**config.mk**
```make
export PLATFORM = sky130hd
export DESIGN_NAME = ps2_host_tx
export DESIGN_NICKNAME = d
export VERILOG_FILES = /design/src/rtl/ps2_host_tx.sv
export SDC_FILE = /design/constraint.sdc
export NUM_CORES = 1
export LEC_CHECK = 0
export ABC_AREA = 0
export BUFFER_PORTS_ARGS = -buffer_cell sky130_fd_sc_hd__buf_2
export CAP_MARGIN = 30
export CORE_AREA = 2 2 80 82
export DETAILED_ROUTE_END_ITERATION = 6
export DIE_AREA = 0 0 82 84
export PLACE_DENSITY = 0.75
export SETUP_SLACK_MARGIN = 0.5
export SLEW_MARGIN = 10
export SYNTH_ARGS = -nofsm -noshare
export SYNTH_HDL_FRONTEND = slang
export SYNTH_SLANG_ARGS = --single-unit
```
**constraint.sdc**
```tcl
create_clock -name clock -period 1.9 [get_ports clock]
set_input_delay 0.285 -clock clock [delete_from_list [all_inputs] [get_ports clock]]
set_output_delay 0.285 -clock clock [all_outputs]
set_load 0.03 [all_outputs]
```
**src/rtl/ps2_host_tx.sv**
```systemverilog
// PS/2 host-to-device transmitter: sends one command byte using the
// request-to-send sequence. Lines are driven through open-drain pull-low enables.
module ps2_host_tx #(
  parameter int unsigned INHIBIT_CYCLES = 5000,
  parameter int unsigned TIMEOUT_CYCLES = 750000
) (
  input  logic       clock,
  input  logic       reset_n,
  input  logic [7:0] tx_data,
  input  logic       tx_valid,
  output logic       tx_ready,
  output logic       tx_busy,
  output logic       tx_done,
  output logic       tx_error,
  input  logic       ps2_clk,
  input  logic       ps2_data,
  output logic       ps2_clk_oe,
  output logic       ps2_data_oe
);

  typedef enum logic [2:0] {
    StIdle,
    StInhibit,
    StRts,
    StSend,
    StAck,
    StWaitIdle,
    StErr
  } state_e;

  localparam logic [19:0] InhibitLast = 20'(INHIBIT_CYCLES - 1);
  localparam logic [19:0] TimeoutLast = 20'(TIMEOUT_CYCLES - 1);

  state_e      state_q, state_d;
  logic [8:0]  shift_q, shift_d;
  logic [19:0] cnt_q, cnt_d;
  logic [19:0] tmo_q, tmo_d;
  logic [3:0]  bitcnt_q, bitcnt_d;
  logic        data_oe_q, data_oe_d;

  logic clk_s1_q, clk_s2_q, clk_prev_q;
  logic data_s1_q, data_s2_q;
  logic fall;
  logic tmo_expire;

  // Two-flop synchronizers plus a delayed copy of the clock for edge detection.
  always_ff @(posedge clock) begin
    if (!reset_n) begin
      clk_s1_q   <= 1'b1;
      clk_s2_q   <= 1'b1;
      clk_prev_q <= 1'b1;
      data_s1_q  <= 1'b1;
      data_s2_q  <= 1'b1;
    end else begin
      clk_s1_q   <= ps2_clk;
      clk_s2_q   <= clk_s1_q;
      clk_prev_q <= clk_s2_q;
      data_s1_q  <= ps2_data;
      data_s2_q  <= data_s1_q;
    end
  end

  assign fall       = clk_prev_q & ~clk_s2_q;
  assign tmo_expire = (tmo_q == TimeoutLast);

  // State and datapath registers.
  always_ff @(posedge clock) begin
    if (!reset_n) begin
      state_q   <= StIdle;
      shift_q   <= 9'd0;
      cnt_q     <= 20'd0;
      tmo_q     <= 20'd0;
      bitcnt_q  <= 4'd0;
      data_oe_q <= 1'b0;
    end else begin
      state_q   <= state_d;
      shift_q   <= shift_d;
      cnt_q     <= cnt_d;
      tmo_q     <= tmo_d;
      bitcnt_q  <= bitcnt_d;
      data_oe_q <= data_oe_d;
    end
  end

  // Next-state and datapath update; timeout takes priority over a clock fall.
  always_comb begin
    state_d   = state_q;
    shift_d   = shift_q;
    cnt_d     = cnt_q;
    tmo_d     = tmo_q;
    bitcnt_d  = bitcnt_q;
    data_oe_d = data_oe_q;
    unique case (state_q)
      StIdle: begin
        data_oe_d = 1'b0;
        if (tx_valid) begin
          state_d = StInhibit;
          cnt_d   = 20'd0;
          shift_d = {~^tx_data, tx_data};
        end
      end
      StInhibit: begin
        if (cnt_q == InhibitLast) begin
          state_d = StRts;
        end else begin
          cnt_d = cnt_q + 20'd1;
        end
      end
      StRts: begin
        state_d   = StSend;
        bitcnt_d  = 4'd0;
        tmo_d     = 20'd0;
        data_oe_d = 1'b1; // start bit held until the first fall
      end
      StSend: begin
        if (tmo_expire) begin
          state_d = StErr;
        end else begin
          tmo_d = tmo_q + 20'd1;
          if (fall) begin
            bitcnt_d = bitcnt_q + 4'd1;
            if (bitcnt_q == 4'd9) begin
              data_oe_d = 1'b0; // stop bit
              state_d   = StAck;
            end else begin
              data_oe_d = ~shift_q[bitcnt_q];
            end
          end
        end
      end
      StAck: begin
        if (tmo_expire) begin
          state_d = StErr;
        end else begin
          tmo_d = tmo_q + 20'd1;
          if (fall) begin
            state_d = data_s2_q ? StErr : StWaitIdle;
          end
        end
      end
      StWaitIdle: begin
        if (tmo_expire) begin
          state_d = StErr;
        end else begin
          tmo_d = tmo_q + 20'd1;
          if (clk_s2_q && data_s2_q) begin
            state_d = StIdle;
          end
        end
      end
      StErr: begin
        data_oe_d = 1'b0;
        state_d   = StIdle;
      end
      default: begin
        state_d = StIdle;
      end
    endcase
  end

  // Output decode from the current state.
  always_comb begin
    tx_ready    = 1'b0;
    tx_busy     = 1'b1;
    tx_done     = 1'b0;
    tx_error    = 1'b0;
    ps2_clk_oe  = 1'b0;
    ps2_data_oe = 1'b0;
    unique case (state_q)
      StIdle: begin
        tx_ready = 1'b1;
        tx_busy  = 1'b0;
      end
      StInhibit: begin
        ps2_clk_oe = 1'b1;
      end
      StRts: begin
        ps2_clk_oe  = 1'b1;
        ps2_data_oe = 1'b1;
      end
      StSend: begin
        ps2_data_oe = data_oe_q;
      end
      StAck: begin
        ps2_data_oe = 1'b0;
      end
      StWaitIdle: begin
        tx_done = clk_s2_q & data_s2_q & ~tmo_expire;
      end
      StErr: begin
        tx_error = 1'b1;
      end
      default: begin
        tx_busy = 1'b1;
      end
    endcase
  end

endmodule

```
After elaboration in Yosys (flattened, before gate mapping)
Cells that the tools add are included.

cells by class
  divide/modulo/power cells = 0
  reductions and logical operators = 16
  shift operators = 0
  $add $sub $neg = 3
  order comparisons = 1
  multipliers = 0
  mux-type cells = 31
  bitwise gates (word level) = 6
  equal/unequal tests = 19

operators by type and width
  operator                 count
  $pmux W20 S2             2
  $mux W20                 3
  $add A20 B1 Y20 const B  2
  $mux W3                  9
  $eq A20 B13 Y1 const B   1
  $eq A20 B20 Y1 const B   1
  $pmux W3 S6              1
  $ne A2 B2 Y1 const B     6
  $ne A3 B3 Y1 const B     4
  $eq A3 B3 Y1 const B     3
  $mux W1                  9
  $reduce_and A3 Y1        3
  $mux W4                  2
  $pmux W4 S2              1
  $reduce_xnor A8 Y1       1
  $eq A3 B2 Y1 const B     2
  $reduce_and A6 Y1        1
  $reduce_bool A2 Y1       3
  $lt A4 B5 Y1 const B     1
  $add A4 B1 Y4 const B    1
  $bmux W1 S4              1
  $eq A4 B4 Y1 const B     1
  $reduce_and A2 Y1        2
  $reduce_or A2 Y1         2
  10 further kinds         14

storage, ports and cells
  memory bits (read-only) = 0
  memories = 0
  output and inout bits = 6
  logic and storage cells = 87
  register bits = 62
  latch bits = 0
  bits in writable memories = 0

Depth between registers and ports, before layout
Gate-level depths: netlist (run 1).

  depth in word-level cells = 7
  mapped depth = 8

Worst setup path before layout (run 1)
No wires, ideal clock.

  path kind = register -> register
  from = reg state_q[2]
  to = reg cnt_q[16]
  slack = -0.213 ns
  data required time = 1.829 ns
  arrival = 2.042 ns
  stages on the path, launching flop included = 8
  period minus slack after synthesis = 2.113 ns
  cells stage by stage = dfxtp_1 > or3_1 > clkinv_1 > nand2_2 > a311oi_4 > nand4_1 > or2_0 > a21oi_1

between the ends
  longest elaborated chain between the ends = 3
  elaborated cells between the ends (all ways) = 7
  those cells by class = eq/ne: 3; mux: 1; reduce/logical: 3

RTL lines
  what                                                                        RTL line  text
  from (decl)                                                                 34        state_e state_q, state_d;
  from (signal assigned)                                                      69        state_q <= StIdle;
  from (signal assigned)                                                      76        state_q <= state_d;
  $eq A3 B1 Y1 / $logic_not A3 Y1 (equally long branches)                     93        unique case (state_q)
  $ne A2 B2 Y1 (no source line) / $reduce_bool A2 Y1 (equally long branches)  n/a
  $reduce_and A3 Y1 (no source line)                                          n/a
  to (signal assigned)                                                        78        cnt_q <= cnt_d;
  to (decl)                                                                   36        logic [19:0] cnt_q, cnt_d;

Several ways; a longest one is shown, not always the timed one.
A chain may end at the register's enable or synchronous reset.

Worst setup path after layout (run 1)
Same ends and word-level chain as after synthesis.

==> results of run 1 <==
[flip-flops by register name, summed over array words and instances (netlist names)]
signal and cells:
cnt_q 20, clk_prev_q 1, clk_s1_q 1, data_s1_q 1, state_q 3, data_oe_q 1, clk_s2_q 1, tmo_q 20
data_s2_q 1, bitcnt_q 4, shift_q 9
[worst min path at each step]
stage | start | to | depth (start not counted)
2_1_floorplan | clk_s1_q | clk_s2_q | 1
3_3_place_gp | data_s1_q | data_s2_q | 1
3_5_place_dp | data_s1_q | data_s2_q | 1
4_1_cts | ps2_data | data_s1_q | 2
5_1_grt | ps2_clk | clk_s1_q | 2
6_report | ps2_clk | clk_s1_q | 2
[worst max-delay path, cell delays in order (launching register included)]
cell and delay (ps):
dfxtp_2 380, or3_4 470, clkinv_8 80, nand2_8 50, a311oi_4 510, nand4_1 180
or2_0 240, a21oi_1 150
[final cells by class]
class                   count  share of cell area
inverters                  10             0.01038
multi-input cells         296              0.4794
clock inverters             3             0.01350
repair buffers            102              0.1801
flip-flops and latches     62              0.2616
well taps                  77             0.01998
clock buffers              13             0.03504
[placed cells by master (no fill, tap or decap), types with 4 or more instances in the layout]
cell type / count
a211oi_2: 4
nand4_1: 12
and3_1: 6
dfxtp_2: 10
nor2_1: 39
buf_4: 61
nand2b_1: 9
nor2_4: 4
xnor2_1: 24
nand3_1: 15
nand2_1: 41
dfxtp_1: 50
o21ai_0: 5
a21oi_2: 9
a21oi_1: 16
nand3_2: 5
nor2_2: 5
buf_6: 24
clkbuf_8: 12
buf_2: 13
xor2_1: 10
inv_1: 9
nand2_2: 5
or3_1: 5
[power groups by stage]
stage,logic [mW],clock network [mW],registers [mW]
after floorplan,1.08,0,1.47
after global placement,1.38,0,1.48
after detailed placement,1.41,0,1.48
after CTS,1.97,1.38,1.48
after global routing,2.43,1.45,1.52
final,2.35,1.41,1.52
[layer usage]
layer  vias to the layer above  global-route usage  routed length, um
li1                       1548                   -                  -
met1                      1704              0.3889               4308
met2                       218              0.5203               5631
met3                        64             0.04654                877
met4                         0              0.1591                593
met5                         -                   0                  0
[cell usage after synthesis (4+ instances only)]
cell type	instances	area (sq um)
nor2_1	48	180.2
or3_1	8	50.05
ha_1	4	50.05
clkbuf_1	9	33.78
and3_1	6	37.54
xnor2_1	25	219.0
o21ai_0	7	35.03
xor2_1	11	96.34
inv_1	9	33.78
nand3_1	20	100.1
a21oi_1	26	130.1
nand4_1	12	75.07
nand2b_1	10	62.56
dfxtp_1	62	1241
a211oi_1	7	52.55
nand2_1	49	183.9
nor3b_1	4	30.03
[kinds of logic after synthesis]
family	after synthesis
compound gates	63
xor+xnor	36
fa+ha+maj	4
buf+inv	26
flops	62
mux	5
simple gates	187
[through the flow]
stage / setup WS [ps] / cell area, sq um
global route: -269.0 / 4821
floorplan: 21.70 / 3336
detailed placement: -27.95 / 3825
CTS: -115.1 / 4604
finish: -233.7 / 4821
global placement: 38.91 / 3825
[repair_timing]
action	CTS	global route
resized for setup	93	28
endpoints found under the setup margin	54	63
cloned	2	0
pin swaps	44	40
buffers inserted	18	12
==> qor.csv, run 1 <==
metric;value;unit
setup_slack;-233.7;ps
slew_viol_final;0;
dp_hpwl;5619;um
hp-class;in2reg;
antenna_found_initial;0;
crit_path_start_kind;flip-flop;
drv_cap;0;
fin_setup_tns;-3210;ps
drtIter0Drc;301;
reg2reg_to;cnt_q[16];
seq_power_share;0.287;
violations;negative setup slack;
clock-sinks;62;
instances_no_fill;563;
routabilityCongestion;0.8884;
yosys_register_bits;62;
cts_tree;yes;
total_power;5.278;mW
n_antenna_cell;0;
dpl.cell_count;515;
clockBufferDepth;2;
syn_inst;383;
die-area;6888;sq um
required;2170;ps
fin_nets;498;
multiInputGateArea;2311;sq um
synthFlopType;dfxtp_1;
hold_violations;0;
syn_avg_cell_area;8.445;sq um
vdd_drop_max;0.8602;mV
wire_per_inst;20.27;um
critPathMaxFanout;6;
cp.arrival;2410;ps
fp-row-count;29;
synthXorXnorAreaFrac;0.09749;
setup_viol;35;
fmax;468.7;MHz
layout_min_cycle_time;2134;ps
endpoint;cnt_q[16];
finalCritPeriodShare;1.123;
cts_root_buffer;clkbuf_8;
comb_power_share;0.445;
synthesis.area;3234;sq um
rsz0062_at_grt;yes;
vias;3534;
async_flop_share;0;
yosys-mux-area-fraction;0.02360;
swShare;0.3706;
cellPowerDensity;1095;nW/um^2
drc;0;
die_w;82;um
grt_pass1_wl;16700;um
vias_per_cell;6.277;
crit_start;state_q[2];
tightest_slew;860.4;ps
grt_max_degree;15;
synth_edf_count;0;
rrSetupSlack;-230;ps
rr_worst_depth;7;
ys_types;61;
maxSlewHeadroom;0.4248;
critPathKind;reg2reg;
synth-adder-area-share;0.01547;
yosysWarnings;0;
status;finished, violations left;
fp.dieH;84;um
yosys.area_share.simple;0.3033;
port_buffers;18;
numCtsBuffers;9;
seq_area_frac_synth;0.3838;
layout-drive-gt1-share;0.4362;
skew;10.59;ps
cp-end-kind;flip-flop;
synth_compound_area_frac;0.1369;
clk_latency;350;ps
p_switching;1.956;mW
seq_area;1261;sq um
fillers;352;
start_util;0.5306;
wirelength;11410;um
synth_top_family_by_area;simple AND/OR/NAND/NOR gates;
p_int;3.322;mW
htree_levels;3;
whs;136.3;ps
synth_nets;400;
grt.total_usage;0.3145;
cts_hold_buf;0;
syn_to_final_growth;49.05;%
fp.coreArea;6096;sq um
clk_pin_slew_worst_paths;70;ps
power.static_leakage;1.782;nW
postRouteAntennaNets;0;
grt-ovfl-total;0;
grt_pass1_vias;3469;
clkPwrFrac;0.268;
utilization;0.7908;
drtPass1Iterations;6;
timing.rr.start;state_q[2];
pin_count;19;
(Power assumes the default switching activity.)
==> run 2: changes to the inputs <==
ABC_AREA = 1   (was 0)
CORE_AREA = 2 2 86 88   (was 2 2 80 82)
DIE_AREA = 0 0 88 90   (was 0 0 82 84)
PLACE_DENSITY = 0.74   (was 0.75)
==> run 2 against run 1 <==
Against the previous run: largest cell class unchanged; the run now ends clean; power rose by 16%; highest routed layer unchanged; clock power about the same; final cell count rose by 35%.
==> qor.csv, run 2 <==
metric;value;unit
status;completed;
cp_slowest_cell;dfxtp_1;
cts_tree;yes;
setup_slack;122.7;ps
power.static_leakage;2.030;nW
critPathTopFamily;simple AND/OR/NAND/NOR gates;
slew_viol_final;0;
finalCritPeriodShare;0.9354;
rr_worst_depth;8;
postRouteAntennaNets;0;
post_dp_cell_area;4016;sq um
drv_cap;0;
grt_max_degree;28;
synthTopCellsByArea;dfxtp_1, nand2_1, a21oi_1, nor2_1, nand3_1;
clock-sinks;62;
max_stage_delay;490;ps
critPathKind;reg2reg;
cellPowerDensity;1167;nW/um^2
vias;4405;
grt-ovfl-total;0;
largestRegisters;cnt_q: 20 flops, tmo_q: 20 flops, shift_q: 9 flops;
mostFrequentLayoutCell;nand2_1;
cpMostUsedCell;nor2_1;
syn_to_final_growth;41.62;%
required;2150;ps
wire_per_inst;16.73;um
hold_violations;0;
drc;0;
setup_viol;0;
hp-class;in2reg;
drtIter0Drc;321;
min_path_cells;2;
grt_pass1_vias;4188;
die-area;7920;sq um
wirelength;12730;um
whs;104.1;ps
vias_per_cell;5.788;
fp.dieH;90;um
routabilityCongestion;0.9553;
skew;19.31;ps
path_cells;nand4_1, nor2_1, nand3_1, nand2_4, nand2_8, buf_4, o21ai_2, nor2_1;
port_buffers;18;
fp-row-count;31;
critPathMaxFanout;8;
clk_latency;370;ps
clockBufferDepth;2;
cp.depth;8;
place_ws;182.5;ps
maxSlewHeadroom;0.6236;
numCtsBuffers;9;
cp-end-kind;flip-flop;
fp.coreArea;7020;sq um
pin_count;19;
rsz0062_at_grt;yes;
cp.arrival;2030;ps
fin_nets;674;
fmax;562.7;MHz
synth_top_cell_by_area;dfxtp_1;
ys_types;36;
grt_pass1_wl;19530;um
layout_common_cells;nand2_1, nor2_1, inv_1;
synthTopCellsByCount;nand2_1, nor2_1, dfxtp_1, a21oi_1, inv_1;
dp_hpwl;6643;um
htree_levels;3;
synth_nets;599;
synthesis.area;3719;sq um
synth_most_common_cell;nand2_1;
fin_setup_tns;0;ps
drtPass1Iterations;5;
async_flop_share;0;
cts_hold_buf;0;
final_cell_area;5266;sq um
antenna_found_initial;0;
start_util;0.5297;
total_power;6.145;mW
clk_pin_slew_worst_paths;90;ps
synth_edf_count;0;
syn_avg_cell_area;6.389;sq um
crit_path_start_kind;flip-flop;
syn_inst;582;
synthFlopType;dfxtp_1;
cts_root_buffer;clkbuf_8;
tightest_slew;564.7;ps
n_antenna_cell;0;
synth_top_area_frac;0.3338;
rrSetupSlack;120;ps
layout-drive-gt1-share;0.3716;
die_w;88;um
crit_buf_inv;1;
yosys_register_bits;62;
grt.total_usage;0.3123;
layout_min_cycle_time;1777;ps
vdd_drop_max;1.011;mV
seq_area_frac_synth;0.3338;
yosysWarnings;0;
[run 2: cell types whose count changed in the layout (fill, tap and decap cells not counted), sizes merged, moves of 6 or more]
cell    change
a211oi      -7
nor3        +6
nand3      +31
nand2b     -10
inv        +55
o21ai      +15
nor2       +29
xnor2      -19
buf        -29
nand2     +122
or3         -8
a21oi      +33
[run 2: power by group]
| group | internal (mW) | switching (mW) |
|---|---|---|
| clock | 0.784 | 0.602 |
| combinational | 1.31 | 1.90 |
| sequential | 1.44 | 0.109 |
[run 2: stage by stage]
| stage | cells | util |
|---|---|---|
| after global placement | 694 | 0.5721 |
| final | 761 | 0.7501 |
| after CTS | 746 | 0.7100 |
| after global routing | 761 | 0.7501 |
| after detailed placement | 694 | 0.5721 |
| after floorplan | 582 | - |
[run 2: cell type report]
| class | count | area, sq um |
|---|---|---|
| fill | 479 | 1754 |
| timing repair buffer | 73 | 631.9 |
| sequential | 62 | 1299 |
| inverter | 62 | 279.0 |
| clock inverter | 6 | 92.59 |
| tap | 99 | 123.9 |
| clock buffer | 10 | 137.6 |
| timing repair inverter | 2 | 27.53 |
| multi-input combinational | 447 | 2675 |
[run 2: logic make-up after synthesis]
logic type / after synthesis / share of synthesized area
xor+xnor: 17 / 0.04004
flops: 62 / 0.3338
fa+ha+maj: 4 / 0.01346
compound gates: 86 / 0.1198
buf+inv: 76 / 0.08748
simple gates: 337 / 0.4055
[run 2: timing repair]
action | 4_1_cts | 5_1_grt
pin swaps | 22 | 15
setup endpoints to repair | 63 | 63
gates cloned | 6 | 0
hold endpoints to repair | 0 | 0
setup buffers | 30 | 15
gates resized for setup | 118 | 67
[run 2: path summary, 6_finish.rpt]
| check | endpoint | startpoint |
|---|---|---|
| worst max-delay path | cnt_q[1] | cnt_q[9] |
| worst min-delay path | data_s1_q | ps2_data |
| worst max register to register | cnt_q[1] | cnt_q[9] |
| worst min register to register | data_s2_q | data_s1_q |
[run 2: metal layers]
metal	part of all wire	GRT usage
met1	0.37	0.3664
met2	0.50	0.5341
met4	0.043	0.1526
met3	0.081	0.05785
met5	0	0
==> run 3: changes to the inputs <==
ABC_AREA = unset   (was 1)
BUFFER_PORTS_ARGS = unset   (was -buffer_cell sky130_fd_sc_hd__buf_2)
CAP_MARGIN = 20   (was 30)
CORE_AREA = 2 2 79 81   (was 2 2 86 88)
DIE_AREA = 0 0 81 83   (was 0 0 88 90)
DONT_BUFFER_PORTS = 1   (was unset)
PLACE_DENSITY = 0.73   (was 0.74)
==> run 3 against run 2 <==
Against the previous run: first-iteration DRC count up 1.6%; worst setup slack worse by 370 ps; worst hold slack worse by 88 ps; the run now ends with design-rule violations, negative setup slack left; non-clock buffer count up 14; power down 16%; sequential share of layout area up 1.5 points; clock power down 24%; global-route usage down 4.1 points; sequential power down 3%; combinational power down 18%; utilization up 8.5 points.
==> qor.csv, run 3 (synthesis gave the netlist of run 1 again) <==
metric;value;unit
status;finished, violations left;
violations;design-rule violations, negative setup slack;
drv_cap;0;
p_int;3.147;mW
fp.coreArea;5816;sq um
clk_pin_slew_worst_paths;70;ps
required;2160;ps
skew;8.842;ps
die_w;81;um
hold_violations;0;
cts_tree;yes;
vias;3644;
fp-row-count;28;
rr_worst_depth;8;
fp.dieH;83;um
clkPwrFrac;0.203;
setup_slack;-247.1;ps
instances_no_fill;545;
fin_nets;483;
grt_pass1_vias;3184;
utilization;0.8354;
p_switching;2.043;mW
port_buffers;0;
n_antenna_cell;0;
layout_min_cycle_time;2147;ps
critPathKind;reg2reg;
setup_viol;25;
seq_power_share;0.290;
hp-class;in2reg;
largestRegisters;cnt_q: 20 flops, tmo_q: 20 flops, shift_q: 9 flops;
mostFrequentLayoutCell;buf_4;
wirelength;12760;um
cp-end-kind;flip-flop;
vias_per_cell;6.686;
finalCritPeriodShare;1.130;
pin_count;19;
numCtsBuffers;9;
antenna_found_initial;0;
maxSlewHeadroom;0.3957;
rrSetupSlack;-250;ps
crit_path_start_kind;flip-flop;
dp_hpwl;5302;um
multiInputGateArea;2460;sq um
clk_latency;340;ps
comb_power_share;0.508;
rsz0062_at_grt;yes;
cts_hold_buf;0;
drtIter0Drc;326;
die-area;6723;sq um
drtPass1Iterations;7;
postRouteAntennaNets;0;
layout_common_cells;buf_4, dfxtp_1, nand2_1;
grt-ovfl-total;0;
swShare;0.3937;
slew_viol_final;0;
cp.arrival;2410;ps
clock-sinks;62;
cts_root_buffer;clkbuf_8;
routabilityCongestion;0.8610;
tightest_slew;905.5;ps
htree_levels;3;
drc;2;
critPathMaxFanout;5;
grt.total_usage;0.2718;
layout-drive-gt1-share;0.4532;
fmax;465.7;MHz
cellPowerDensity;1068;nW/um^2
grt_pass1_wl;14550;um
grt_max_degree;23;
min_path_cells;1;
clockBufferDepth;2;
power.static_leakage;1.717;nW
seq_area;1271;sq um
fin_setup_tns;-2117;ps
dpl.cell_count;488;
start_util;0.5562;
syn_to_final_growth;50.21;%
fillers;285;
vdd_drop_max;0.8806;mV
wire_per_inst;23.41;um
run 3: changes by cell type in the layout (fill, tap and decap cells not counted), sizes merged, moves of 13 or more:
cell   delta
buf      +13
o21ai    -15
a21oi    -33
nand2   -122
inv      -55
nor2     -29
nand3    -31
xnor2    +19
run 3: worst paths after layout:
check,start,to
worst max-delay path,state_q[2],cnt_q[6]
worst min-delay path,reset_n,data_s1_q
worst max register to register,state_q[2],cnt_q[6]
worst min register to register,clk_s1_q,clk_s2_q
run 3: layer usage:
metal,up-vias,part of all wire,track usage
met1,1743,0.35,0.3115
met4,0,0.082,0.1341
met3,108,0.082,0.04674
met5,-,0,0.008333
li1,1516,-,-
met2,277,0.49,0.4748
run 3: final cells by class:
cell class,instances,share of cell area
Tap cell,75,0.01931
Multi-Input combinational cell,296,0.5063
Clock inverter,1,0.001030
Sequential cell,62,0.2617
Clock buffer,14,0.03348
Timing Repair Buffer,87,0.1679
Inverter,10,0.01030
run 3: stage by stage:
stage | area (sq um) | setup WS [ps] | hold WS (ps) | power (mW)
after floorplan | 3336 | 21.70 | 386.3 | 2.544
after global placement | 3680 | 13.85 | 361.3 | 2.814
after detailed placement | 3680 | -3.726 | 363.6 | 2.845
after CTS | 4300 | -101.0 | 19.96 | 4.280
after global routing | 4858 | -308.0 | 23.73 | 5.302
final | 4858 | -247.1 | 15.62 | 5.190
run 3: critical path, cell delays in order, from the launching register on:
cell and delay, ps:
dfxtp_4 380, or3_4 430, clkinv_8 90, nand2_8 70
a311oi_4 420, buf_4 200, nand4_1 140, xor2_1 210
nor2_1 130
run 3: power groups by stage:
stage / sequential, mW / clock (mW) / combinational, mW
final: 1.50 / 1.05 / 2.63
after global routing: 1.51 / 1.09 / 2.70
after CTS: 1.47 / 1.03 / 1.78
after detailed placement: 1.48 / 0 / 1.36
after global placement: 1.48 / 0 / 1.34
after floorplan: 1.47 / 0 / 1.08
run 3: timing repair:
action | in CTS | in global routing
gates resized for setup | 81 | 78
pin swaps | 38 | 42
gates cloned | 1 | 2
setup endpoints to repair | 56 | 63
setup buffers | 16 | 23
